<file path="src/rtl/rcon_gen_if.sv">
// rcon_gen_if -- request/response bundle for the AES round-constant generator.
//   master: drives start, mode, dir, adv; observes the constant outputs.
//   slave : the generator itself.
//   start      load/restart request
//   mode[1:0]  key size, sampled on start (00/11=AES-128, 01=AES-192, 10=AES-256)
//   dir        0=forward, 1=reverse, sampled on start
//   adv        step to the next round constant
//   rcon_out   constant byte in the top 8 bits, lower bits zero
//   rcon_valid rcon_out/round_idx hold a valid constant
//   round_idx  current round number (1..N) while valid
//   last       current constant is the final one of the sequence
//   done       sequence finished
interface rcon_gen_if #(parameter int WIDTH = 32);
  logic             start;
  logic [1:0]       mode;
  logic             dir;
  logic             adv;
  logic [WIDTH-1:0] rcon_out;
  logic             rcon_valid;
  logic [3:0]       round_idx;
  logic             last;
  logic             done;

  modport master (output start, mode, dir, adv,
                  input  rcon_out, rcon_valid, round_idx, last, done);
  modport slave  (input  start, mode, dir, adv,
                  output rcon_out, rcon_valid, round_idx, last, done);
endinterface

</file>
<file path="src/rtl/rcon_gen.sv">
// rcon_gen -- AES key-schedule round-constant sequencer.
// Steps through 01,02,04,...,1b,36 (truncated to N rounds for the key size),
// optionally in reverse. Every output comes straight from a register.
//   clk   : rising-edge clock
//   rst_n : asynchronous active-low reset
//   bus   : rcon_gen_if.slave (start/mode/dir/adv in, constant/status out)
// Build option: define RCON_REVERSE_EN to honour dir (reverse load and the
// inverse-xtime step). Without it dir is ignored and the sequence is forward.
module rcon_gen #(
  parameter int WIDTH = 32
) (
  input  logic       clk,
  input  logic       rst_n,
  rcon_gen_if.slave  bus
);

  typedef enum logic [1:0] {IDLE, RUN, DONE} state_t;

  state_t     state;
  logic [7:0] rc_q;
  logic [3:0] idx_q;
  logic [3:0] nr_q;     // round count N latched from mode on start
  logic       valid_q;
  logic       last_q;
  logic       done_q;

  function automatic logic [3:0] rounds(input logic [1:0] m);
    case (m)
      2'b01:   return 4'd8;
      2'b10:   return 4'd7;
      default: return 4'd10;
    endcase
  endfunction

  function automatic logic [7:0] xtime(input logic [7:0] b);
    return {b[6:0], 1'b0} ^ (b[7] ? 8'h1b : 8'h00);
  endfunction

`ifdef RCON_REVERSE_EN
  logic dir_q;

  // Multiply by x^-1 in GF(2^8): undo the reduction when the low bit is set.
  function automatic logic [7:0] inv_xtime(input logic [7:0] b);
    return b[0] ? ({1'b0, b[7:1]} ^ 8'h8d) : {1'b0, b[7:1]};
  endfunction

  function automatic logic [7:0] final_rc(input logic [1:0] m);
    case (m)
      2'b01:   return 8'h80;
      2'b10:   return 8'h40;
      default: return 8'h36;
    endcase
  endfunction
`else
  logic unused_dir;
  assign unused_dir = bus.dir;
`endif

  always_ff @(posedge clk or negedge rst_n) begin
    if (!rst_n) begin
      state   <= IDLE;
      rc_q    <= 8'h00;
      idx_q   <= 4'd0;
      nr_q    <= 4'd10;
      valid_q <= 1'b0;
      last_q  <= 1'b0;
      done_q  <= 1'b0;
`ifdef RCON_REVERSE_EN
      dir_q   <= 1'b0;
`endif
    end else if (bus.start) begin
      // Restart from any state; a coincident adv is dropped. N >= 7, so the
      // first constant is never the last one.
      state   <= RUN;
      nr_q    <= rounds(bus.mode);
      valid_q <= 1'b1;
      last_q  <= 1'b0;
      done_q  <= 1'b0;
`ifdef RCON_REVERSE_EN
      dir_q   <= bus.dir;
      if (bus.dir) begin
        rc_q  <= final_rc(bus.mode);
        idx_q <= rounds(bus.mode);
      end else begin
        rc_q  <= 8'h01;
        idx_q <= 4'd1;
      end
`else
      rc_q    <= 8'h01;
      idx_q   <= 4'd1;
`endif
    end else if (state == RUN && bus.adv) begin
      if (last_q) begin
        state   <= DONE;
        rc_q    <= 8'h00;
        idx_q   <= 4'd0;
        valid_q <= 1'b0;
        last_q  <= 1'b0;
        done_q  <= 1'b1;
`ifdef RCON_REVERSE_EN
      end else if (dir_q) begin
        rc_q   <= inv_xtime(rc_q);
        idx_q  <= idx_q - 4'd1;
        last_q <= (idx_q == 4'd2);
`endif
      end else begin
        rc_q   <= xtime(rc_q);
        idx_q  <= idx_q + 4'd1;
        last_q <= ((idx_q + 4'd1) == nr_q);
      end
    end
  end

  // rc_q is cleared whenever valid drops, so rcon_out is zero when invalid.
  assign bus.rcon_out   = WIDTH'(rc_q) << (WIDTH - 8);
  assign bus.rcon_valid = valid_q;
  assign bus.round_idx  = idx_q;
  assign bus.last       = last_q;
  assign bus.done       = done_q;

endmodule

</file>
<file path="src/flat_wrapper.sv">
// flat-port wrapper written by rule: the top's interface ports become plain ports
module rcon_gen_flat 
#(
  parameter int WIDTH = 32
)
  (clk, rst_n, bus_start, bus_mode, bus_dir, bus_adv, bus_rcon_out, bus_rcon_valid, bus_round_idx, bus_last, bus_done);
  rcon_gen_if #(.WIDTH(WIDTH)) bus_i ();
  input  logic clk;
  input  logic rst_n;
  input wire logic [$bits(bus_i.start)-1:0] bus_start;
  input wire logic [$bits(bus_i.mode)-1:0] bus_mode;
  input wire logic [$bits(bus_i.dir)-1:0] bus_dir;
  input wire logic [$bits(bus_i.adv)-1:0] bus_adv;
  output wire logic [$bits(bus_i.rcon_out)-1:0] bus_rcon_out;
  output wire logic [$bits(bus_i.rcon_valid)-1:0] bus_rcon_valid;
  output wire logic [$bits(bus_i.round_idx)-1:0] bus_round_idx;
  output wire logic [$bits(bus_i.last)-1:0] bus_last;
  output wire logic [$bits(bus_i.done)-1:0] bus_done;
  assign bus_i.start = bus_start;
  assign bus_i.mode = bus_mode;
  assign bus_i.dir = bus_dir;
  assign bus_i.adv = bus_adv;
  assign bus_rcon_out = bus_i.rcon_out;
  assign bus_rcon_valid = bus_i.rcon_valid;
  assign bus_round_idx = bus_i.round_idx;
  assign bus_last = bus_i.last;
  assign bus_done = bus_i.done;
  rcon_gen #(.WIDTH(WIDTH)) u_core (.clk(clk), .rst_n(rst_n), .bus(bus_i));
endmodule
</file>
<file path="config.mk">
export PLATFORM = sky130hd
export DESIGN_NAME = rcon_gen_flat
export DESIGN_NICKNAME = d
export VERILOG_FILES = /design/src/rtl/rcon_gen_if.sv /design/src/rtl/rcon_gen.sv /design/src/flat_wrapper.sv
export SDC_FILE = /design/constraint.sdc
export NUM_CORES = 1
export LEC_CHECK = 0
export BUFFER_PORTS_ARGS = -buffer_cell sky130_fd_sc_hd__buf_2
export CAP_MARGIN = 20
export CORE_ASPECT_RATIO = 0.75
export CORE_MARGIN = 2
export CORE_UTILIZATION = 50
export DETAILED_ROUTE_END_ITERATION = 10
export HOLD_SLACK_MARGIN = 0.02
export PLACE_DENSITY = 0.83
export SLEW_MARGIN = 25
export SYNTH_ARGS = -nofsm -noshare
export SYNTH_HDL_FRONTEND = slang
export SYNTH_SLANG_ARGS = --single-unit
</file>
<file path="constraint.sdc">
create_clock -name clk -period 3.9 [get_ports clk]
set_input_delay 0.195 -clock clk [delete_from_list [all_inputs] [get_ports clk]]
set_output_delay 0.195 -clock clk [all_outputs]
set_load 0.05 [all_outputs]
</file>
==> summary by stage <==
STA
The largest clock skew in the final design is 0.006297 ns. The worst hold margin is approximately 0.13 ns. Setup violations remaining at the end of the flow were counted as 0. After layout, the worst setup slack is 2.267 ns. The total negative slack for setup checks is 0 ns. The number of max-slew violations in the final report is 0. The number of hold violations in the final report is 0. Setup repair after global routing left no endpoint under its margin.

The final cycle utilization of the critical path is 0.4187. The fmax is 612.4 MHz. The post-layout minimum cycle time is about 1.6 ns.

Power and ir drop
VDD sags by at most around 220 uV. For this design the static power due to leakage is 0.5366 nW. In this run the power density over the cells is 393.4 nW/um^2. Power comes to between 400 and 500 uW.

Worst setup path
In this run the worst path has a maximum fanout of 7. Broken down by cell family, the worst path's largest delay share belongs to flip-flops. The reg-to-reg setup timing slack is approximately 2.3 ns. Among all stages on the critical path, the largest delay is contributed by dfrtp_1. The number of buffers and inverters on the critical path is 0. The critical path goes through ha_1 -> xor2_1 -> or4_1 -> o31ai_1. The worst path arrival time is around 1.8 ns. The number of logic stages on the critical path including buffering is 4. The kind of end point of the critical path is a flop. The startpoint of the lowest-slack register-to-register path is u_core.bus.round_idx[0]. The number of cells on the worst reg-to-reg path is 4. The terminus of the critical flop-to-flop path is u_core.bus.last.

The kind of start point of the critical path is a flop. For the worst setup path, the data required time is between 4 and 5 ns. The largest single stage delay on the critical path is between 0.4 and 0.5 ns. By startpoint and endpoint, the worst setup path is classified as reg -> reg.

Placed design
The post-placement cell area is between 1000 and 1500 um^2. Timing analysis after detailed placement gives a worst setup slack of about 2.3 ns. The detailed-placement wirelength estimate is approximately 1.3 mm. During placement, the flow inserted port buffers numbering 20. The congestion estimate from routability-driven global placement came to around 0.82.

Once placement completed, the tool counted placed cells totaling approximately 150.

Clocking
The maximum count of clock buffers along a single path is 2. The CTS tree is done. The post-cts gate resize count is 0. In this run the number of H-tree levels came out at 1. The clock input transition at the sequential cells of the worst setup and hold paths is roughly 0.10 ns. The clock net in this run drives a total of 18 sinks. The number of buffers added by the clock tree synthesis step is 3. The tree is rooted in a clkbuf_4. At the later pin of the worst-skew pair, clock insertion delay measures 0.29 ns.

Global routing
The number of global-route vias before repair was ~630. The total global routing overflow is 0. Across every metal layer, demand over resource in global routing totals 0.1455. The largest net degree at the start of global routing is 22. The first global-routing pass estimated 2.822 mm of wire. The initial antenna violation count is 0.

Min path
The startpoint of the worst hold path is bus_mode[1]. The worst hold path was traced through 2 stages. The kind of path behind the tightest hold check is in -> reg. The worst hold path terminates at u_core.nr_q[1].

Die
During I/O placement, the number of pins put on the boundary was between 40 and 50. The core region area is between 2000 and 2500 um^2. The horizontal die dimension is a little under 60 um. The initial utilization of the core area, before any placement, comes to 0.5314. The die covers ~2600 um^2. The number of rows in the core area is 14. The height of the chip is approximately 44 um.

Synthesis
The post-synthesis adder-cell area fraction is 0.01159. After technology mapping, the gate count stands at 112. Of the total synthesized cell area, the portion taken by XOR and XNOR cells is 0.05678. The cell with the most instances after synthesis is buf_4. Ranked by total cell area, the synthesized netlist is headed by dfrtp_1 37%, buf_4 17%, nand3b_1 5.6%. The top-area cell type share of the netlist area is 0.3708. For this run, the number of Yosys warnings is 0.

Of the total synthesized cell area, the portion taken by AND, OR, NAND and NOR gates is 0.1912. In this run, synthesis inferred 0 flip-flops with an integrated enable. The area fraction in compound gates after synthesis is 0.1101. For this run, the leading register cell type out of synthesis is dfrtp_1. The total of flip-flops plus latches after synthesis is 18. After synthesis, the most frequently instantiated cells are 24 x buf_4, 16 x dfrtp_1, 11 x a21oi_1, 11 x nand2_1, 8 x nand3b_1. Synthesis instantiated 30 different standard cells from the library. The combinational family with the most area after synthesis is buffers and inverters. For this run, the register share of the synthesized area comes to 0.4195. In this run the cell area of the synthesized design comes to 1080 um^2. The biggest area consumer among synthesized cells is dfrtp_1. The mean instance size in the synthesized netlist is between 9 and 10 um^2. The portion of synthesized area spent on multiplexers is 0.009270.

After synthesis, the share of flip-flops with an asynchronous set or reset is 1.000.

Route
The average via count per standard cell is between 4 and 5. The number of DRC violations after detailed-routing iteration 0 is 24. The number of search-and-repair iterations in the first detailed-routing pass is 4. After detailed routing, the number of remaining DRC violations is 0.

The sum of routed wire length over all layers is between 1.5 and 2 mm. Dividing the detail-routed wire length by the instance count gives 11.62 um. Detailed routing inserted a total of approximately 770 vias. In this run the remaining antenna-violating nets after routing total 0.

Final layout
At the end of the flow the core is filled with cells to 0.5573. The post-route cell area is approximately 1100 um^2. In the final design database the tool counted 139 nets. The final cell count without fillers is around 150. The repair_antennas step left the layout with diodes totalling 0. The area growth from synthesis to layout is 4.867%. The fraction of final layout cells sized beyond drive strength 1 is 0.2077.

Run status
The run finished with clean final reports.

Flow run
The max-cap violation count is 0.
[how the worst max path moves through the flow]
stage                       startpoint         endpoint  slack [ns]
2_1_floorplan  u_core.bus.round_idx[0]  u_core.bus.last        2.07
3_3_place_gp   u_core.bus.round_idx[0]  u_core.bus.last        2.30
3_5_place_dp   u_core.bus.round_idx[0]  u_core.bus.last        2.29
4_1_cts        u_core.bus.round_idx[0]  u_core.bus.last        2.27
5_1_grt        u_core.bus.round_idx[0]  u_core.bus.last        2.16
6_report       u_core.bus.round_idx[0]  u_core.bus.last        2.27
[registers in the layout (all words and copies together) (netlist names)]
register and count:
u_core.rc_q 8, u_core.bus.round_idx 4, u_core.nr_q 3, u_core.state 2
u_core.bus.last 1
[cell usage in the layout (no fill, tap or decap), types with 2 or more instances in the layout]
cell type,instances
o21ai_0,2
conb_1,24
nor2_1,2
xor2_1,2
dfstp_2,2
nor2b_1,2
clkbuf_4,3
dfrtp_1,16
xnor2_1,5
or4_1,2
buf_2,20
nand3b_1,8
o31ai_1,2
a21oi_1,11
or3_1,3
nand2_1,11
[where the power goes]
group          leakage, nW  switching (mW)  internal (mW)
clock               0.0210          0.0560         0.0568
sequential           0.229          0.0107          0.197
combinational        0.286           0.100         0.0250
[cells by family after synthesis]
family,count (synthesis)
AO/OA/AOI/OAI,20
XOR/XNOR,7
adder cells (fa/ha/maj),1
buffers and inverters,31
flip-flops,18
multiplexers,1
other,1
AND/OR/NAND/NOR,33
[cell type report]
type / instances / area (um^2)
fillers: 177 / 899.6
multi-input cells: 86 / 499.2
flip-flops and latches: 18 / 452.9
repair buffers: 21 / 110.1
clock buffers: 4 / 36.28
well taps: 24 / 30.03
inverters: 1 / 3.754
[metal layers]
layer | vias up | part of all wire | GRT usage
met5 | - | 0 | 0
met4 | 0 | 0.0034 | 0.07907
met3 | 2 | 0.083 | 0.02047
met2 | 37 | 0.47 | 0.2273
met1 | 360 | 0.44 | 0.1981
li1 | 369 | - | -
[worst register-to-register path, stage by stage (launching register included)]
cell and delay [ns]:
dfrtp_1 0.46, ha_1 0.34, xor2_1 0.16, or4_1 0.40
o31ai_1 0.19
[repair_timing]
action / CTS / global route
hold buffers: 1 / 0
endpoints found under the hold margin: 16 / 0
setup buffers: 0 / 0
(Power assumes the default switching activity.)
